--- src/rtl/ioctl_loader.sv ---
// Host download loader: buffers ioctl byte writes through a 2-entry FIFO into slot-based memory.
// Optional LOADER_CHECKSUM_EN adds a running mod-256 checksum of accepted bytes.
module ioctl_loader #(
    parameter int ADDR_W     = 14,
    parameter int MEM_AW     = 25,
    parameter int NSLOTS     = 2,
    parameter int SLOT_SHIFT = 16
) (
    input  logic              clk_sys,
    input  logic              reset_n,
    input  logic              dn_go,
    input  logic              dn_wr,
    input  logic [ADDR_W-1:0] dn_addr,
    input  logic [7:0]        dn_data,
    input  logic [7:0]        dn_idx,
    output logic              dn_wait,
    output logic [MEM_AW-1:0] mem_addr,
    output logic [7:0]        mem_data,
    output logic              mem_wr,
    input  logic              mem_ack,
    output logic              rom_reset,
    output logic              done,
    output logic              err,
    output logic [ADDR_W:0]   byte_count,
    output logic [7:0]        checksum
);

    localparam longint unsigned SlotSpan = longint'(NSLOTS) << SLOT_SHIFT;
    localparam longint unsigned MemSpan  = 64'd1 << MEM_AW;

    if (SLOT_SHIFT < ADDR_W || SlotSpan > MemSpan) begin : g_bad_cfg
        $error("ioctl_loader: slot layout does not fit ADDR_W/MEM_AW");
    end

    typedef enum logic [1:0] {StIdle, StLoad, StDrain, StDone} state_e;

    state_e            state_q, state_d;
    logic [7:0]        idx_q;
    logic [ADDR_W:0]   byte_count_q;
    logic              err_q;
    logic [MEM_AW-1:0] fifo_addr_q [2];
    logic [7:0]        fifo_data_q [2];
    logic              wr_ptr_q, rd_ptr_q;
    logic [1:0]        count_q;

    logic start, full, empty, slot_ok, push, pop, drop;

    assign start   = (state_q == StIdle) && dn_go;
    assign full    = (count_q == 2'd2);
    assign empty   = (count_q == 2'd0);
    assign slot_ok = int'(idx_q) < NSLOTS;
    assign dn_wait = full || (state_q == StDrain) || (state_q == StDone);
    assign push    = dn_wr && (state_q == StLoad) && !full && slot_ok;
    assign drop    = dn_wr && !push;
    assign mem_wr  = !empty;
    assign pop     = mem_wr && mem_ack;

    // Outputs read zero while idle so reset and drained states look identical.
    assign mem_addr   = mem_wr ? fifo_addr_q[rd_ptr_q] : '0;
    assign mem_data   = mem_wr ? fifo_data_q[rd_ptr_q] : '0;
    assign rom_reset  = (state_q != StIdle) && (idx_q == 8'd0);
    assign done       = (state_q == StDone);
    assign err        = err_q;
    assign byte_count = byte_count_q;

    always_comb begin
        state_d = state_q;
        unique case (state_q)
            StIdle:  if (dn_go) state_d = StLoad;
            StLoad:  if (!dn_go) state_d = StDrain;
            StDrain: if (empty) state_d = StDone;
            StDone:  state_d = StIdle;
            default: state_d = StIdle;
        endcase
    end

    always_ff @(posedge clk_sys) begin
        if (!reset_n) begin
            state_q      <= StIdle;
            idx_q        <= '0;
            byte_count_q <= '0;
            err_q        <= 1'b0;
            wr_ptr_q     <= 1'b0;
            rd_ptr_q     <= 1'b0;
            count_q      <= 2'd0;
            for (int i = 0; i < 2; i++) begin
                fifo_addr_q[i] <= '0;
                fifo_data_q[i] <= '0;
            end
        end else begin
            state_q <= state_d;
            if (start) begin
                idx_q        <= dn_idx;
                byte_count_q <= '0;
                err_q        <= 1'b0;
            end else begin
                if (push && byte_count_q != '1) begin
                    byte_count_q <= byte_count_q + (ADDR_W+1)'(1);
                end
                if (drop) begin
                    err_q <= 1'b1;
                end
            end
            if (push) begin
                fifo_addr_q[wr_ptr_q] <= (MEM_AW'(idx_q) << SLOT_SHIFT) | MEM_AW'(dn_addr);
                fifo_data_q[wr_ptr_q] <= dn_data;
                wr_ptr_q              <= ~wr_ptr_q;
            end
            if (pop) begin
                rd_ptr_q <= ~rd_ptr_q;
            end
            case ({push, pop})
                2'b10:   count_q <= count_q + 2'd1;
                2'b01:   count_q <= count_q - 2'd1;
                default: count_q <= count_q;
            endcase
        end
    end

`ifdef LOADER_CHECKSUM_EN
    logic [7:0] checksum_q;

    always_ff @(posedge clk_sys) begin
        if (!reset_n) begin
            checksum_q <= 8'd0;
        end else if (start) begin
            checksum_q <= 8'd0;
        end else if (push) begin
            checksum_q <= checksum_q + dn_data;
        end
    end

    assign checksum = checksum_q;
`else
    assign checksum = 8'd0;
`endif

endmodule

--- config.mk ---
export PLATFORM = sky130hd
export DESIGN_NAME = ioctl_loader
export DESIGN_NICKNAME = d
export VERILOG_FILES = /design/src/rtl/ioctl_loader.sv
export SDC_FILE = /design/constraint.sdc
export NUM_CORES = 1
export LEC_CHECK = 0
export ABC_AREA = 1
export ABC_CLOCK_PERIOD_IN_PS = 5400
export CELL_PAD_IN_SITES_DETAIL_PLACEMENT = 1
export CELL_PAD_IN_SITES_GLOBAL_PLACEMENT = 1
export CORE_ASPECT_RATIO = 1.75
export CORE_UTILIZATION = 41
export CTS_BUF_LIST = sky130_fd_sc_hd__clkbuf_4 sky130_fd_sc_hd__clkbuf_8 sky130_fd_sc_hd__clkbuf_16
export DETAILED_ROUTE_END_ITERATION = 6
export GPL_TIMING_DRIVEN = 0
export PLACE_DENSITY = 0.95
export SLEW_MARGIN = 0
export SYNTH_ARGS = -nofsm -noshare
export SYNTH_HDL_FRONTEND = slang
export SYNTH_SLANG_ARGS = --single-unit
--- constraint.sdc ---
create_clock -name clk_sys -period 5.4 [get_ports clk_sys]
set_clock_uncertainty 0.1 [all_clocks]
set_input_delay 0.81 -clock clk_sys [delete_from_list [all_inputs] [get_ports clk_sys]]
set_output_delay 0.81 -clock clk_sys [all_outputs]
set_load 0.02 [all_outputs]
==> flow_summary.ini <==
[outcome]
outcome = completed

[synth]
syn_avg_cell_area_um2 = 8.909
synth_edf_count = 60
ys_seq_elements = 91
synth_area_mm2 = 0.004285
synth_top_area_share_pct = 42.04
yosysSeqAreaShare_pct = 56.53
synthFlopType = edfxtp_1
yosysTopAreaCell = edfxtp_1
async_flop_share_pct = 0
yosysUniqueCellTypes = 29
yosysMostFrequentCell = nand2_1
synthTopCellsByArea = edfxtp_1 42%, dfxtp_1 14%, nand2_1 10%
yosysWarnings = 0
synth_common_cells = 118 x nand2_1, 77 x nor2_1, 60 x edfxtp_1
syn_inst = 481

[job]
max_cap_viol_count = 0

[clock_tree]
cts_hold_buf = 0
clockRootBuffer = clkbuf_16
cts_max_level = 3
clock-sinks = 91
clkTransAtPathRegs_ns = 0.06
cts_resized = 0
cts_setup_buffers = 0
cts_buffers = 9
cts_tree = built
ctsLongestPathBuffers = 2
clock_latency_ns = 0.34

[die]
die_area_mm2 = 0.01088
core_area_mm2 = 0.01024
start_util_pct = 41.86
pin_count = 96
rows = 49
die_w_um = 79.28
die_y_um = 137.2

[route]
first_iter_violations = 205
route.vias.total = 3635
drc = 0
avgRoutedWirePerCell_um = 16.04
drt.antenna.violating_nets = 0
vias_per_cell = 4.973
drt_wl_total_um = 11730
drt_first_pass_iters = 4

[global_routing]
grt_usage_pct = 22.67
grt-busiest-layer = met2
grt_max_degree = 31
grt_util_met3_pct = 3.907
overflow = 0
antenna_found_initial = 0
grt_pass1_vias = 3888
grt_pass1_wl_um = 18280
use_met2_pct = 45.98
met1_usage_pct = 20.15

[timing]
setup-tns-final_ns = 0
timing.fmax_mhz = 310.8
period_share_pct = 59.58
post-route-min-period_ns = 3.217
tightestPinTransition_ns = 0.9528
rsz0062_at_grt = false
worst_slew_margin_rel_pct = 36.24
finalHoldViolCount = 0
slew_viol_final = 0
setup_viol = 0

[critical_path]
path_max_fanout = 10
path_cells = nor2_1 -> clkbuf_1 -> a21oi_1 -> clkdlybuf4s50_1
cp.arrival_ns = 2.31
path_class = flop to output port
worstPathRequired_ns = 4.49
critPathLaunchType = flop
cpLargestDelayFamily = buffers and inverters
max_stage_delay_ns = 0.58
crit_buf_inv = 2
end_kind = output port
rrSetupSlack_ns = 2.83
crit_path_top_delay_cell = clkdlybuf4s50_1

[placed_design]
place_hpwl_um = 8855
gp_congestion = 0.7963
place.port_buffers = 83

[layout]
diodes = 0
area_delta_synth_final_pct = 31.91
nets = 641
fin_util_pct = 55.21
drive_gt1_share_pct = 11.75

[pwr]
leakagePower_nw = 2.219
ir_drop_mv = 0.1639
p_per_area_mw_per_mm2 = 337.9

[worst_hold_path]
hold_path_class = flop to flop
[metrics by stage]
step / setup WS (ns) / hold WS [ns] / area (um2) / total power [mW] / cells
global placement: 0.02181 / 0.3291 / 5365 / 1.306 / 715
CTS: 2.010 / 0.3655 / 5650 / 1.922 / 731
global route: 2.116 / 0.3821 / 5653 / 1.988 / 731
floorplan: 1.556 / 0.3229 / 4375 / 1.140 / 505
finish: 2.183 / 0.3584 / 5653 / 1.910 / 731
detailed placement: 1.669 / 0.3569 / 5376 / 1.342 / 715
[final cells by class]
| class | instances | area (um2) |
|---|---|---|
| plain buffers | 30 | 172.7 |
| clock buffers | 10 | 232.7 |
| clock inverters | 6 | 41.29 |
| fillers | 1205 | 4586 |
| inverters | 45 | 168.9 |
| multi-input cells | 339 | 1625 |
| flip-flops and latches | 91 | 2422 |
| well taps | 127 | 158.9 |
| repair buffers | 83 | 830.8 |
[final timing paths]
path / depth (start not counted) / start / endpoint
max: 4 / count_q[1] / mem_addr[19]
min: 2 / idx_q[1] / idx_q[1]
max reg2reg: 9 / state_q[1] / fifo_data_q[1][4]
min reg2reg: 2 / idx_q[1] / idx_q[1]
[cells by family after synthesis]
logic type | share of synthesized area (%)
other | 0.08751
adder cells (fa/ha/maj) | 2.044
XOR/XNOR | 1.022
buffers and inverters | 7.971
AND/OR/NAND/NOR | 22.83
AO/OA/AOI/OAI | 9.518
flip-flops | 56.53
[per-layer routing]
metal	share of wire [%]	wire, um
met1	35	4061
met2	57	6708
met3	4.5	531
met4	3.6	425
met5	0	0
[power breakdown]
part	leakage, nW	internal [mW]	switching, mW
sequential	0.865	0.811	0.0326
clock	0.128	0.317	0.265
combinational	1.23	0.176	0.309
total	2.22	1.30	0.606
[flip-flops by register name (all words and copies together), names as in the netlist, named ones only]
register	flops
byte_count	15
idx_q	8
count_q	2
fifo_data_q	16
fifo_addr_q	44
err	1
state_q	2
wr_ptr_q	1
rd_ptr_q	1
[worst min-delay path: cells and delay by family (launching register included)]
family | cells | cell delay [ns]
buffers and inverters | 1 | 0.05
AOI/OAI and AO/OA | 1 | 0.05
DFF | 1 | 0.31
[layout by cell type, fill, tap and decap left out, types with 2 or more instances in the layout]
cell             instances
nand2_1                117
clkdlybuf4s50_1         83
nor2_1                  77
edfxtp_1                60
a21oi_1                 44
inv_1                   41
dfxtp_1                 31
conb_1                  25
o21ai_0                 14
nand2_2                 12
buf_4                   12
clkbuf_1                11
a21oi_2                 10
nand3_1                  9
clkbuf_16                9
ha_1                     7
buf_2                    5
inv_2                    4
nor2_4                   4
nand4_1                  4
xor2_1                   4
nand3b_1                 3
clkinvlp_4               3
nor2_2                   2
clkinv_2                 2
No activity file was read; power rests on OpenSTA's default activity.
